## config.mk

```make
export PLATFORM = sky130hd
export DESIGN_NAME = control_sequencer
export DESIGN_NICKNAME = d
export VERILOG_FILES = /design/src/rtl/control_sequencer.sv
export SDC_FILE = /design/constraint.sdc
export NUM_CORES = 1
export LEC_CHECK = 0
export CORE_MARGIN = 3
export CORE_UTILIZATION = 37
export CTS_CLUSTER_DIAMETER = 30
export DETAILED_ROUTE_END_ITERATION = 7
export GPL_TIMING_DRIVEN = 0
export PLACE_DENSITY = 0.83
export SLEW_MARGIN = 20
export SYNTH_ARGS = -nofsm -noshare
export SYNTH_HDL_FRONTEND = slang
export SYNTH_SLANG_ARGS = --single-unit
```

## constraint.sdc

```tcl
create_clock -name Clock -period 1.9 [get_ports Clock]
set_input_delay 0.475 -clock Clock [delete_from_list [all_inputs] [get_ports Clock]]
set_output_delay 0.475 -clock Clock [all_outputs]
set_load 0.005 [all_outputs]
```

## src/rtl/control_sequencer.sv

```systemverilog
// Hardwired control unit for the DataPath: fetches, decodes IR[31:27] and
// sequences the per-opcode T-states, waiting on ALU and memory handshakes.
module control_sequencer #(
    parameter logic [5:0] ALU_ADD     = 6'b000100,
    parameter logic [5:0] ALU_SUB     = 6'b000101,
    parameter logic [5:0] ALU_AND     = 6'b000110,
    parameter logic [5:0] ALU_OR      = 6'b000111,
    parameter int         MEM_TIMEOUT = 16
) (
    input  logic        Clock,
    input  logic        clear,
    input  logic [31:0] IR,
    input  logic        finished,
    input  logic        memFinished,
    output logic        PCout,
    output logic        RZLOout,
    output logic        MDRout,
    output logic        Immout,
    output logic        BAout,
    output logic        Rout,
    output logic        PCin,
    output logic        IRin,
    output logic        RYin,
    output logic        RZin,
    output logic        MARin,
    output logic        MDRin,
    output logic        Rin,
    output logic        Gra,
    output logic        Grb,
    output logic        Grc,
    output logic        IncPC,
    output logic        Read,
    output logic        Write,
    output logic        start,
    output logic [5:0]  opSelect,
    output logic        halted,
    output logic        fault
);

    typedef enum logic [3:0] {
        S_RST, S_F0, S_F1, S_F2, S_DEC, S_A3, S_A4, S_AW,
        S_A5, S_M5, S_M6, S_M7, S_S6, S_S7, S_HALT, S_FAULT
    } state_t;

    // Instruction class latched at decode so the shared A3..A5 states stay Moore.
    typedef enum logic [2:0] {K_RR, K_IMM, K_LD, K_LDI, K_ST} kind_t;

    localparam logic [7:0] WAIT_LAST = 8'(MEM_TIMEOUT - 1);

    state_t      state_reg, state_next;
    kind_t       kind_reg, kind_next;
    logic [5:0]  op_reg, op_next;
    logic [7:0]  wait_cnt_reg, wait_cnt_next;
    logic [4:0]  opcode;
    logic        timed_out;
    logic        ir_unused;

    assign opcode    = IR[31:27];
    assign timed_out = (wait_cnt_reg == WAIT_LAST);
    assign ir_unused = ^IR[26:0];

    always_ff @(posedge Clock) begin
        if (clear) begin
            state_reg    <= S_RST;
            kind_reg     <= K_RR;
            op_reg       <= 6'd0;
            wait_cnt_reg <= 8'd0;
        end else begin
            state_reg    <= state_next;
            kind_reg     <= kind_next;
            op_reg       <= op_next;
            wait_cnt_reg <= wait_cnt_next;
        end
    end

    always_comb begin
        state_next    = state_reg;
        kind_next     = kind_reg;
        op_next       = op_reg;
        wait_cnt_next = wait_cnt_reg;
        case (state_reg)
            S_RST: state_next = S_F0;
            S_F0: begin
                state_next    = S_F1;
                wait_cnt_next = 8'd0;
            end
            S_F1: begin
                if (memFinished)    state_next = S_F2;
                else if (timed_out) state_next = S_FAULT;
                else                wait_cnt_next = wait_cnt_reg + 8'd1;
            end
            S_F2: state_next = S_DEC;
            S_DEC: begin
                state_next = S_A3;
                op_next    = ALU_ADD;
                case (opcode)
                    5'b00000: kind_next = K_LD;
                    5'b00001: kind_next = K_LDI;
                    5'b00010: kind_next = K_ST;
                    5'b00011: kind_next = K_RR;
                    5'b00100: begin kind_next = K_RR;  op_next = ALU_SUB; end
                    5'b00101: begin kind_next = K_RR;  op_next = ALU_AND; end
                    5'b00110: begin kind_next = K_RR;  op_next = ALU_OR;  end
                    5'b01100: kind_next = K_IMM;
                    5'b01101: begin kind_next = K_IMM; op_next = ALU_AND; end
                    5'b01110: begin kind_next = K_IMM; op_next = ALU_OR;  end
                    5'b11011: state_next = S_HALT;
                    default:  state_next = S_F0;
                endcase
            end
            S_A3: state_next = S_A4;
            S_A4: state_next = S_AW;
            S_AW: begin
                if (finished)
                    state_next = (kind_reg == K_LD || kind_reg == K_ST) ? S_M5 : S_A5;
            end
            S_A5: state_next = S_F0;
            S_M5: begin
                state_next    = (kind_reg == K_ST) ? S_S6 : S_M6;
                wait_cnt_next = 8'd0;
            end
            S_M6: begin
                if (memFinished)    state_next = S_M7;
                else if (timed_out) state_next = S_FAULT;
                else                wait_cnt_next = wait_cnt_reg + 8'd1;
            end
            S_M7: state_next = S_F0;
            S_S6: begin
                state_next    = S_S7;
                wait_cnt_next = 8'd0;
            end
            S_S7: begin
                if (memFinished)    state_next = S_F0;
                else if (timed_out) state_next = S_FAULT;
                else                wait_cnt_next = wait_cnt_reg + 8'd1;
            end
            S_HALT:  state_next = S_HALT;
            S_FAULT: state_next = S_FAULT;
            default: state_next = S_RST;
        endcase
    end

    always_comb begin
        PCout = 1'b0; RZLOout = 1'b0; MDRout = 1'b0; Immout = 1'b0;
        BAout = 1'b0; Rout = 1'b0; PCin = 1'b0; IRin = 1'b0;
        RYin = 1'b0; RZin = 1'b0; MARin = 1'b0; MDRin = 1'b0;
        Rin = 1'b0; Gra = 1'b0; Grb = 1'b0; Grc = 1'b0;
        IncPC = 1'b0; Read = 1'b0; Write = 1'b0; start = 1'b0;
        opSelect = 6'd0; halted = 1'b0; fault = 1'b0;
        case (state_reg)
            S_F0: begin PCout = 1'b1; MARin = 1'b1; IncPC = 1'b1; end
            S_F1: begin Read = 1'b1; MDRin = 1'b1; end
            S_F2: begin MDRout = 1'b1; IRin = 1'b1; end
            S_A3: begin
                Grb   = 1'b1;
                Rout  = 1'b1;
                RYin  = 1'b1;
                BAout = (kind_reg != K_RR) && (kind_reg != K_IMM);
            end
            S_A4, S_AW: begin
                RZin     = 1'b1;
                opSelect = op_reg;
                start    = (state_reg == S_A4);
                if (kind_reg == K_RR) begin
                    Grc  = 1'b1;
                    Rout = 1'b1;
                end else begin
                    Immout = 1'b1;
                end
            end
            S_A5:    begin RZLOout = 1'b1; Gra = 1'b1; Rin = 1'b1; end
            S_M5:    begin RZLOout = 1'b1; MARin = 1'b1; end
            S_M6:    begin Read = 1'b1; MDRin = 1'b1; end
            S_M7:    begin MDRout = 1'b1; Gra = 1'b1; Rin = 1'b1; end
            S_S6:    begin Gra = 1'b1; Rout = 1'b1; MDRin = 1'b1; end
            S_S7:    begin Write = 1'b1; Gra = 1'b1; Rout = 1'b1; end
            S_HALT:  halted = 1'b1;
            S_FAULT: fault = 1'b1;
            default: ;
        endcase
    end

endmodule

```

# Word-level counts from Yosys, hierarchy flattened
# Cells that the tools add are included.
[word_totals]
regBits = 21
out_inout_bits = 28
wordCells = 100
[op_classes]
n_addsub = 1
n_eq_ne = 32
muxes = 36
reduce_logical = 27
[ops]
columns = ["op", "count"]
rows = [
  ["case mux 4 bit (14 select lines)", 1],
  ["equality test 4 bit (second input constant)", 8],
  ["two-way mux 1 bit", 21],
  ["two-way mux 4 bit", 5],
  ["OR reduction 3 bit", 6],
  ["equality test 4 x 3 -> 1 bit (second input constant)", 4],
  ["two-way mux 8 bit", 2],
  ["case mux 8 bit (2 select lines)", 1],
  ["OR reduction 2 bit", 8],
  ["equality test 5 x 3 -> 1 bit (second input constant)", 3],
  ["equality test 5 x 4 -> 1 bit (second input constant)", 3],
  ["case mux 3 bit (5 select lines)", 1],
  ["equality test 5 x 2 -> 1 bit (second input constant)", 2],
  ["OR reduction 10 bit", 1],
  ["adder 8 x 1 -> 8 bit (second input constant)", 1],
  ["equality test 4 x 2 -> 1 bit (second input constant)", 2],
  ["equality test 8 x 4 -> 1 bit (second input constant)", 1],
  ["case mux 4 bit (2 select lines)", 1],
  ["OR reduction 4 bit", 2],
  ["two-way mux 6 bit", 1],
  ["inequality test 2 bit (second input constant)", 3],
  ["case mux 2 bit (3 select lines)", 1],
  ["equality test 5 x 1 -> 1 bit (second input constant)", 1],
  ["equality test 5 bit (second input constant)", 1],
  ["other kinds (16)", 16],
]

# Depth between registers and ports, before layout
# Gate-level depths: netlist of the first run.
[depth]
ltp_word = 5
mapped_depth = 6
mapped_depth_nobuf = 5

# Least setup slack after synthesis of the first run
# Ideal clock, no wire load.
[synth_path]
path_kind = "register to register"
from = "register state_reg[1]"
to = "register kind_reg[0]"
setup_time_ns = 0.071
arrival_time_ns = 1.877
required_ns = 1.829
path_slack_ns = -0.047
path_stages_with_launch = 5
n_path_buf = 0
period_less_slack_ns = 1.947
cell_sequence = "dfxtp_1 or4b_4 or4_4 or3_1 a21oi_1"
[synth_between]
elab_chain_cells = 2
[synth_rtl]
columns = ["element", "line", "rtl"]
rows = [
  ["start, declared", "50", "state_t state_reg, state_next;"],
  ["start signal, assigned", "69", "state_reg <= state_next;"],
  ["equality test 4 x 3 -> 1 bit", "81", "case (state_reg)"],
  ["AND reduction 2 bit (no line)", "-", ""],
  ["end signal, assigned", "70", "kind_reg <= kind_next;"],
  ["end, declared", "51", "kind_t kind_reg, kind_next;"],
]
# Every way passes these cells.
# A chain may end at the register's enable or synchronous reset.

# Worst setup path after layout of the first run
[layout_path]
from = "register state_reg[1]"
to = "output BAout"
[layout_between]
elab_chain_cells = 2
[layout_rtl]
columns = ["element", "line", "rtl"]
rows = [
  ["equality test 4 x 3 -> 1 bit", "150", "case (state_reg)"],
  ["two-way mux 1 bit", "150", ""],
  ["end, declared", "19", "output logic BAout,"],
]
# Every way passes these cells.

==> impl_metrics.ini, run 1 <==
[layout]
drive_above_1_share_pct = 39.6
area_growth_pct = 66.6
fin_nets = 293
utilization_pct = 66.2
diodes = 0
final_cells = 301
largest_reg_flops = 8

[grt]
antenna_found_initial = 0
grt_overflow_total = 0
grt_first_pass_wirelength_um = 7430
grt_max_degree = 11
grt_pass1_vias = 1525
grt.total_usage_pct = 21.2

[cts]
cts_hold_buf = 0
clock_path_buffers = 2
clk_latency_ps = 250
cts.sinks = 18
clk_pin_slew_worst_paths_ps = 70
root_buffer = clkbuf_8
cts_tree = yes
h-tree-depth = 1
cts_made_buffers = 3

[power_and_ir_drop]
leakagePower_nw = 0.989
finalPower_mw = 2.41
combPwrFrac_pct = 65.2
vdd_drop_max_mv = 0.444
p_sw_mw = 0.972
power.share.clock_pct = 13.2
powerDensity_mw_per_mm2 = 1050
p_seq_share_pct = 21.6
swShare_pct = 40.4
internal_power_mw = 1.43

[route]
drtAntennaViolNets = 0
drtIter0Drc = 150
wl_per_cell_um = 16.4
avgViaCountPerCell = 5.67
vias = 1706
drt-total-wl_um = 4930
dr.pass1.iters = 6
route.detailed.drc = 0

[yosys]
synth_compound_area_share_pct = 20.7
ys_types = 48
ys_async_sr_fraction_pct = 0
synth-adder-area-share_pct = 0.907
ys_ff_latch = 18
synthFlopType = dfxtp_1
synth_mux_area_share_pct = 5.99
yosysWarnings = 0
synth_seq_area_share_pct = 26.1
syn_area_per_cell_um2 = 7.49
synth-edff-count = 0
synthXorXnorAreaFrac_pct = 1.91
yosys.area_share.simple_pct = 36.2
syn-cell-area_mm2 = 0.00138
netlist_instances = 184
synth_top_family_by_area = simple AND/OR/NAND/NOR gates

[die]
start_util_pct = 39.8
die_x_um = 67.0
die_y_um = 67.0
rows = 21
dieArea_mm2 = 0.00450
ioPinCount = 64
core_area_mm2 = 0.00347

[worst_setup_path]
critPathArrivalTime_ps = 1520
critPathRequiredTime_ps = 1420
reg2reg_slack_ps = 0
startpoint_type = flip-flop
reg2reg_depth = 4
worstSetupPathType = flip-flop to output pin
crit_fanout = 8
end_kind = output pin

[sta]
max-slew-margin-rel_pct = 57.6
fmax_mhz = 502
rsz0062_at_grt = yes
setup_viol = 12
tightest_slew_ps = 632
fin_crit_sh_pct = 105
setup_ws_ps = -93.5
hold_violations = 0
finalMaxSlewViolations = 0
finalClockSkew_ps = 2.78
post-route-min-period_ps = 1990

[min_path]
hold_path_depth = 2
hp-class = flip-flop to flip-flop

[placement]
dpl.hpwl_um = 2710
portBuffers = 32
gp_congestion = 0.925
dpl.cell_count = 265

[run]
drv_cap = 0

[run_status]
outcome = finished with violations
violations = setup timing
==> metal layers <==
layer / global-route usage (%) / part of all wire (%) / vias to the layer above
met4: 6.08 / 0.55 / 0
met3: 2.19 / 5.1 / 2
li1: - / - / 821
met1: 28.6 / 43 / 819
met2: 35.3 / 51 / 64
met5: 0 / 0 / -
==> final cells by class <==
| type | instances | area (µm²) |
|---|---|---|
| fillers | 267 | 1170 |
| multi-input cells | 146 | 1060 |
| repair buffers | 64 | 542 |
| flip-flops and latches | 18 | 373 |
| plain buffers | 17 | 185 |
| well taps | 46 | 57.6 |
| clock buffers | 4 | 55.1 |
| inverters | 6 | 28.8 |
==> repair_timing <==
action                                  in CTS  in global routing
endpoints found under the setup margin      35                 27
buffers inserted                            23                 10
cloned                                       1                  0
endpoints found under the hold margin        0                  0
resized for setup                          123                 32
pin swaps                                    9                  9
==> placed cells by master, fill, tap and decap left out, types with 4 or more instances in the layout <==
cell / synthesis / routed
clkdlybuf4s50_1: 0 / 4
a21oi_1: 10 / 8
nor3_1: 7 / 5
nand3b_1: 7 / 7
buf_6: 0 / 13
mux2i_1: 6 / 6
conb_1: 1 / 4
inv_1: 5 / 4
dfxtp_1: 18 / 14
nor2b_1: 5 / 4
nor2_1: 17 / 14
nand3_1: 11 / 11
nand2b_1: 6 / 5
buf_2: 0 / 9
buf_4: 6 / 29
clkbuf_8: 0 / 7
nand2_1: 12 / 9
a211oi_1: 5 / 4
dlygate4sd2_1: 0 / 11
==> metrics by stage <==
stage                     hold WS (ps)  setup WS, ps  area (µm²)  TNS [ps]
after global routing               491          -149        2300     -1080
after global placement             446          -522        1770     -9800
after CTS                          463         -90.2        2150      -234
final                              462         -93.5        2300      -459
after detailed placement           453          -526        1770    -10560
after floorplan                    427         -47.2        1390     -73.5
==> cell families (layout without fill, tap and decap cells) <==
kind of cell,count (synthesis),count (layout)
multiplexers,8,8
adder cells (fa/ha/maj),1,1
other,1,4
buffers and inverters,23,91
AO/OA/AOI/OAI,41,41
XOR/XNOR,3,3
flip-flops,18,18
AND/OR/NAND/NOR,89,89
==> synthesized netlist by cell type, types with 6 or more instances <==
cell type,n,area [µm²]
a21oi_1,10,50.1
buf_4,6,45.0
clkbuf_1,11,41.3
dfxtp_1,18,360
mux2i_1,6,60.1
nand2_1,12,45.0
nand2b_1,6,37.5
nand3_1,11,55.1
nand3b_1,7,52.6
nor2_1,17,63.8
nor3_1,7,35.0
==> worst paths after layout <==
| kind | startpoint | endpoint |
|---|---|---|
| worst min register to register | op_reg[1] | op_reg[1] |
| worst max-delay path | state_reg[1] | BAout |
| worst min-delay path | op_reg[1] | op_reg[1] |
| worst max register to register | state_reg[0] | kind_reg[0] |
==> worst max-delay path, cell delays in order (launching register included) <==
cell       delay (ps)
dfxtp_4           380
buf_8             120
clkbuf_16         150
nor3_4            210
buf_6             130
buf_6              80
o21a_1             90
buf_2             100
==> power by group through the flow <==
stage | logic [mW] | registers, mW | clock network, mW
after global routing | 1.67 | 0.527 | 0.334
after detailed placement | 0.916 | 0.490 | 0
final | 1.57 | 0.519 | 0.318
after CTS | 1.32 | 0.508 | 0.318
after global placement | 0.907 | 0.485 | 0
after floorplan | 0.603 | 0.475 | 0
Note: power is estimated with default switching activity, not from simulation.
==> run 2, diff against run 1 <==
ABC_CLOCK_PERIOD_IN_PS = 1900   (was not set)
REMOVE_ABC_BUFFERS = 1   (was not set)
==> impl_metrics.ini, run 2 (same netlist as run 1, synthesis figures left out) <==
[route]
dr.pass1.iters = 4
drtAntennaViolNets = 0
drtIter0Drc = 161
vias = 1647
drt-total-wl_um = 4640
avgViaCountPerCell = 5.74
route.detailed.drc = 0
wl_per_cell_um = 16.2

[worst_setup_path]
critPathArrivalTime_ps = 2230
cp-startpoint = state_reg[0]
end_kind = flip-flop
crit_fanout = 4
startpoint_type = flip-flop
worstSetupPathType = flip-flop to flip-flop
critPathRequiredTime_ps = 2090
reg2reg_from = state_reg[0]

[run_status]
outcome = finished with violations
violations = setup timing

[layout]
drive_above_1_share_pct = 39.0
stdcell_area_mm2 = 0.00219
mostFrequentLayoutCells = buf_4, dlygate4sd2_1, dfxtp_1, nand3_1, buf_6
largest_reg_flops = 8
area_growth_pct = 58.9
final_common_cell = buf_4
fin_nets = 279
utilization_pct = 63.2
final_cells = 287
diodes = 0

[grt]
grt_overflow_total = 0
grt_max_degree = 15
grt_first_pass_wirelength_um = 6900
grt.total_usage_pct = 19.8
antenna_found_initial = 0
grt_pass1_vias = 1416

[sta]
max-slew-margin-rel_pct = 62.6
setup_viol = 9
finalClockSkew_ps = 7.99
rsz0062_at_grt = yes
fmax_mhz = 491
setup_ws_ps = -137
fin_crit_sh_pct = 107
tightest_slew_ps = 557
post-route-min-period_ps = 2040
finalMaxSlewViolations = 0
hold_violations = 0

[cts]
clk_latency_ps = 270
cts_tree = yes
cts_made_buffers = 3
root_buffer = clkbuf_8
h-tree-depth = 1
cts.sinks = 18
clk_pin_slew_worst_paths_ps = 80
clock_path_buffers = 2
cts_hold_buf = 0

[placement]
dpl.cell_count = 248
placed_area_mm2 = 0.00168
pre_cts_ws_ps = -700
gp_congestion = 0.852
portBuffers = 32
dpl.hpwl_um = 2400

[power_and_ir_drop]
powerDensity_mw_per_mm2 = 1050
vdd_drop_max_mv = 0.476
leakagePower_nw = 0.922

[min_path]
min-delay-start = op_reg[1]
hp-class = flip-flop to flip-flop

[run]
drv_cap = 0

[die]
die_x_um = 67.0
start_util_pct = 39.8
rows = 21
core_area_mm2 = 0.00347
ioPinCount = 64
die_y_um = 67.0
dieArea_mm2 = 0.00450
-- run 2: stage by stage --
step	setup TNS, ps	hold WS, ps	power (mW)
after global routing	-1120	493	2.42
after CTS	-323	455	2.08
after floorplan	-756	421	1.02
after global placement	-12820	441	1.32
final	-643	460	2.31
after detailed placement	-13870	443	1.34
-- run 2: power breakdown --
| group | total (mW) | switching [mW] | internal [mW] |
|---|---|---|---|
| clock network | 0.328 | 0.143 | 0.185 |
| registers | 0.509 | 0.0660 | 0.443 |
| logic | 1.47 | 0.751 | 0.719 |
-- run 2: timing repair --
action | CTS | global route
buffers inserted | 27 | 11
setup endpoints to repair | 39 | 18
pin swaps | 11 | 8
gates resized for setup | 80 | 48
endpoints found under the hold margin | 0 | 0
-- run 2: path summary, 6_finish.rpt --
kind                 endpoint  slack (ps)  depth (start not counted)
setup / recovery  kind_reg[0]        -140                          5
hold / removal      op_reg[1]         460                          2
setup reg to reg  kind_reg[0]        -140                          5
hold reg to reg     op_reg[1]         460                          2
-- run 2: routing by layer --
layer	share of wire [%]	routed length, µm	GRT usage, %
met1	41	1920	27.2
met5	0	0	0
met3	9.1	424	3.88
met2	48	2240	31.4
met4	1.1	50	4.81
-- run 2: cell type report --
class | count | area (µm²)
Clock buffer | 4 | 55.1
Tap cell | 46 | 57.6
Sequential cell | 18 | 377
Timing Repair Buffer | 67 | 569
Inverter | 6 | 28.8
Multi-Input combinational cell | 146 | 1100
Fill cell | 283 | 1280
-- run 2: critical path, cell delays in order (launching register included) --
cell and delay (ps):
dfxtp_4 350, buf_4 140, or4b_4 530, or4_4 440, or3_4 380, a21oi_2 130
==> run 3, diff against run 2 <==
ABC_CLOCK_PERIOD_IN_PS = not set   (was 1900)
SKIP_LAST_GASP = 1   (was not set)
==> impl_metrics.ini, run 3 (same netlist as run 1, synthesis figures left out) <==
[run_status]
outcome = finished with violations
violations = setup timing

[worst_setup_path]
path_cells = buf_6 > buf_6 > or4b_4 > or4_4 > or3_4 > a21oi_2
crit_fanout = 5
critPathRequiredTime_ps = 2090
startpoint_type = flip-flop
max_stage_delay_ps = 480
worst-path-buf-inv = 2
end_kind = flip-flop
cp_top_family = simple AND/OR/NAND/NOR gates
worstSetupPathType = flip-flop to flip-flop
critPathMostFrequentCell = buf_6
reg2reg_depth = 6
critPathArrivalTime_ps = 2270
reg2reg_slack_ps = -180
slowest_stage = or4b_4
reg2reg_from = state_reg[1]
r2r-end = kind_reg[1]

[grt]
grt_first_pass_wirelength_um = 6860
antenna_found_initial = 0
grt_max_degree = 15
grt_pass1_vias = 1396
grt.total_usage_pct = 19.6
grt_overflow_total = 0

[min_path]
min-delay-start = op_reg[1]
hold_path_end = op_reg[1]
hold_path_depth = 2
hp-class = flip-flop to flip-flop

[sta]
fin_crit_sh_pct = 110
finalClockSkew_ps = 4.89
post-route-min-period_ps = 2080
fmax_mhz = 480
rsz0062_at_grt = yes
finalMaxSlewViolations = 0
max-slew-margin-rel_pct = 59.0
setup_viol = 7
setup_ws_ps = -185
tns_ps = -558
whs_ps = 455
tightest_slew_ps = 599
hold_violations = 0

[placement]
portBuffers = 32
gp_congestion = 0.852
pre_cts_ws_ps = -700
dpl.hpwl_um = 2400

[cts]
clock_path_buffers = 2
h-tree-depth = 1
clk_pin_slew_worst_paths_ps = 70
root_buffer = clkbuf_8
cts_made_buffers = 3
clk_latency_ps = 260
cts_tree = yes
cts.sinks = 18

[power_and_ir_drop]
leakagePower_nw = 0.966
powerDensity_mw_per_mm2 = 1050
finalPower_mw = 2.23
vdd_drop_max_mv = 0.449

[layout]
mostFrequentLayoutCells = buf_4, dlygate4sd2_1, dfxtp_1
drive_above_1_share_pct = 34.2
largest_reg_flops = 8
multiInputGateArea_mm2 = 0.00106
area_growth_pct = 54.0
fin_nets = 275
diodes = 0
final_common_cell = buf_4
fillers = 304
regArea_um2 = 377

[die]
ioPinCount = 64
dieArea_mm2 = 0.00450
core_area_mm2 = 0.00347
die_x_um = 67.0
die_y_um = 67.0
rows = 21
start_util_pct = 39.8

[route]
drtAntennaViolNets = 0
dr.pass1.iters = 4
vias = 1604
drtIter0Drc = 147
route.detailed.drc = 0
wl_per_cell_um = 16.0
drt-total-wl_um = 4540
avgViaCountPerCell = 5.67

[run]
drv_cap = 0
## run 3: cell type report
class	instances	area share, %
multi-input cells	146	50.0
repair buffers	63	25.6
flip-flops and latches	18	17.7
well taps	46	2.71
clock buffers	4	2.59
inverters	6	1.36
## run 3: what timing repair did
item,CTS,global route
gates resized for setup,66,33
hold buffers,0,0
endpoints found under the hold margin,0,0
setup buffers,27,6
endpoints found under the setup margin,39,24
pin swaps,10,5
## run 3: through the flow
step / utilization [%] / area (µm²) / std cells
final: 61.2 / 2120 / 283
after global routing: 61.2 / 2120 / 283
after CTS: 58.8 / 2040 / 278
after detailed placement: 48.5 / 1680 / 248
after global placement: 48.5 / 1680 / 248
after floorplan: - / 1300 / 170
## run 3: per-layer routing
metal  up-vias  routed length (µm)  track usage (%)
met5         -                   0                0
met4         0                  19             2.28
met3         4                 425             4.05
met2        74                2180             31.4
met1       748                1910             27.5
li1        778                   -                -
## run 3: report_power, final
group	internal (mW)	switching [mW]
clock	0.185	0.141
combinational	0.677	0.700
sequential	0.444	0.0808
## run 3: worst max path at each step
stage | slack, ps | depth (start not counted) | start | to
after detailed placement | -700 | 5 | state_reg[1] | Immout
after CTS | -250 | 3 | state_reg[2] | Read
final | -180 | 6 | state_reg[1] | kind_reg[1]
after global placement | -650 | 5 | state_reg[1] | Immout
after floorplan | -280 | 4 | state_reg[2] | kind_reg[0]
after global routing | -230 | 6 | state_reg[1] | kind_reg[1]
## run 3: worst register-to-register path, stage by stage (launching register included)
cell,delay [ps]
dfxtp_4,380
buf_6,120
buf_6,110
or4b_4,480
or4_4,450
or3_4,350
a21oi_2,130
==> edit (flow settings as in run 2) <==
Re-encode `kind_t` (5 values) as one-hot, 5 bits wide.
--- a/src/rtl/control_sequencer.sv
+++ b/src/rtl/control_sequencer.sv
@@ -44,5 +44,5 @@
 
     // Instruction class latched at decode so the shared A3..A5 states stay Moore.
-    typedef enum logic [2:0] {K_RR, K_IMM, K_LD, K_LDI, K_ST} kind_t;
+    typedef enum logic [4:0] {K_RR = 5'b00001, K_IMM = 5'b00010, K_LD = 5'b00100, K_LDI = 5'b01000, K_ST = 5'b10000} kind_t;
 
     localparam logic [7:0] WAIT_LAST = 8'(MEM_TIMEOUT - 1);
Function: same outputs for any inputs over 10 cycles, from zero or initial values; not proved beyond that.
==> edit against run 2 <==
Register-to-register slack improved by 0.03 ns. Design area increased by 4.3%. Total power down 7.8%. Sequential power up 8.4%. Sequential cell count up 2. Worst setup slack lost 0.084 ns. Critical path depth down 3. The flow still finishes with violations (negative setup slack). Area after synthesis rose by 17%. Routed wire length rose by 15%.
==> edit: results (changes against run 2) <==
crit path max fanout - 10 (+6)
top layer in use - met4
met1 wire length - 2120 µm (+10%)
met1 Use GR - 0.267 (-0.00458)
Static Leak - 0.000962 µW (+4.3%)
DP HPWL - 2740 µm (+14%)
layout cells sized above 1 - 0.332 (-0.0580)
reg-to-reg startpoint - state_reg[2]
hold path depth - 2 (unchanged)
GR Util met2 - 0.292 (-0.0223)
arrival time at the worst endpoint - 1.65 ns (-0.58 ns)
RR Endpoint - kind_reg[0]
most common library cells after synthesis - 20 x dfxtp_1, 14 x nor2_1, 13 x a21oi_1, 12 x nand2_1, 11 x clkbuf_1
Setup violations, final - 5 (-4)
DRT Pass-1 Iters - 5 (+1)
Fill cells - 345 (+22%)
htree depth - 1 (unchanged)
actual slew at the worst max-slew pin - 0.931 ns (+0.374 ns)
layout net count - 294 (+5.4%)
vias in the first global route - 1,741 (+23%)
violated checks - negative setup slack
synth unique cells - 51 (+6.3%)
met3 wire length - 475 µm (+12%)
Worst Setup Slack, final - -0.221 ns (-0.0839 ns)
NetSw - 878 µW (-8.6%)
WHS - 0.464 ns (+0.00344 ns)
status - finished with violations
Worst VDD drop - 0.591 mV (+24%)
Hold Startpoint - op_reg[1]
ranking of synthesized cells by area - dfxtp_1 25%, mux2i_1 5.0%, a21oi_1 4.0%
Post-Route WL - 5330 µm (+15%)
Pwr Density - 931 nW/µm² (-12%)
sequential power share - 0.259 (+0.038)
global-route wire length before repair - 8080 µm (+17%)
reg2reg path depth - 6 (+1)
Final Skew - 0.00173 ns (-0.00626 ns)
WHS Endpoint - op_reg[1]
Largest register FFs - 8 (unchanged)
Place WS - -0.576 ns (+0.124 ns)
Via-to-Cell Ratio - 6.04 (+5.2%)
CTS root buf - clkbuf_8
GRT met3 Usage - 0.0277 (-0.0111)
gr usage total - 0.191 (-0.00643)
Critical Path Max Stage Delay - 0.59 ns (+0.06 ns)
Crit. Startpoint - state_reg[0]
RePlAce Congestion - 0.895 (+5.1%)
CP max-delay cell - clkdlybuf4s50_1
Reg2Reg Setup Slack - -0.11 ns (+0.03 ns)
sequential area share after synthesis - 0.248 (-0.0131)
pin count of the biggest net entering global routing - 30 (+15)
Starting DRT DRC Count - 189 (+17%)
clock group share of total power - 0.157 (+0.015)
DR WL met2 - 2610 µm (+16%)
edit: timing repair:
action | 4_1_cts | 5_1_grt
resized for setup | 52 | 41
setup endpoints to repair | 42 | 23
gates cloned | 0 | 0
buffers inserted | 20 | 7
pin swaps | 3 | 4
edit: how the worst max path moves through the flow:
stage,to,slack [ns],cells past startpoint
floorplan,kind_reg[0],-0.19,4
global route,BAout,-0.29,4
CTS,BAout,-0.18,4
finish,MARin,-0.22,2
detailed placement,BAout,-0.58,4
global placement,BAout,-0.54,4
edit: final cells by class:
| cell class | instances | share of cell area |
|---|---|---|
| repair buffers | 59 | 0.212 |
| inverters | 9 | 0.0148 |
| flip-flops and latches | 20 | 0.185 |
| well taps | 50 | 0.0274 |
| multi-input cells | 164 | 0.537 |
| clock buffers | 4 | 0.0241 |
edit: cell families (layout without fill, tap and decap cells):
family | after synthesis | after routing | synth area share
other | 1 | 4 | 0.00233
XOR/XNOR | 4 | 4 | 0.0217
AO/OA/AOI/OAI | 49 | 49 | 0.220
flip-flops | 20 | 20 | 0.248
buffers and inverters | 30 | 72 | 0.0892
multiplexers | 9 | 9 | 0.0566
AND/OR/NAND/NOR | 97 | 97 | 0.354
adder cells (fa/ha/maj) | 1 | 1 | 0.00776
edit: per-stage QoR:
| step | instances | TNS (ns) | area [µm²] |
|---|---|---|---|
| 3_3_place_gp | 275 | -12.09 | 1900 |
| 5_1_grt | 306 | -1.02 | 2280 |
| 6_report | 306 | -0.566 | 2280 |
| 3_5_place_dp | 275 | -13.38 | 1900 |
| 2_1_floorplan | 193 | -0.199 | 1510 |
| 4_1_cts | 299 | -0.437 | 2160 |
edit: critical path: cells and delay by family (launching register included):
| kind | cells | cell delay [ns] |
|---|---|---|
| flops | 1 | 0.41 |
| simple gates | 1 | 0.38 |
| buf+inv | 1 | 0.59 |
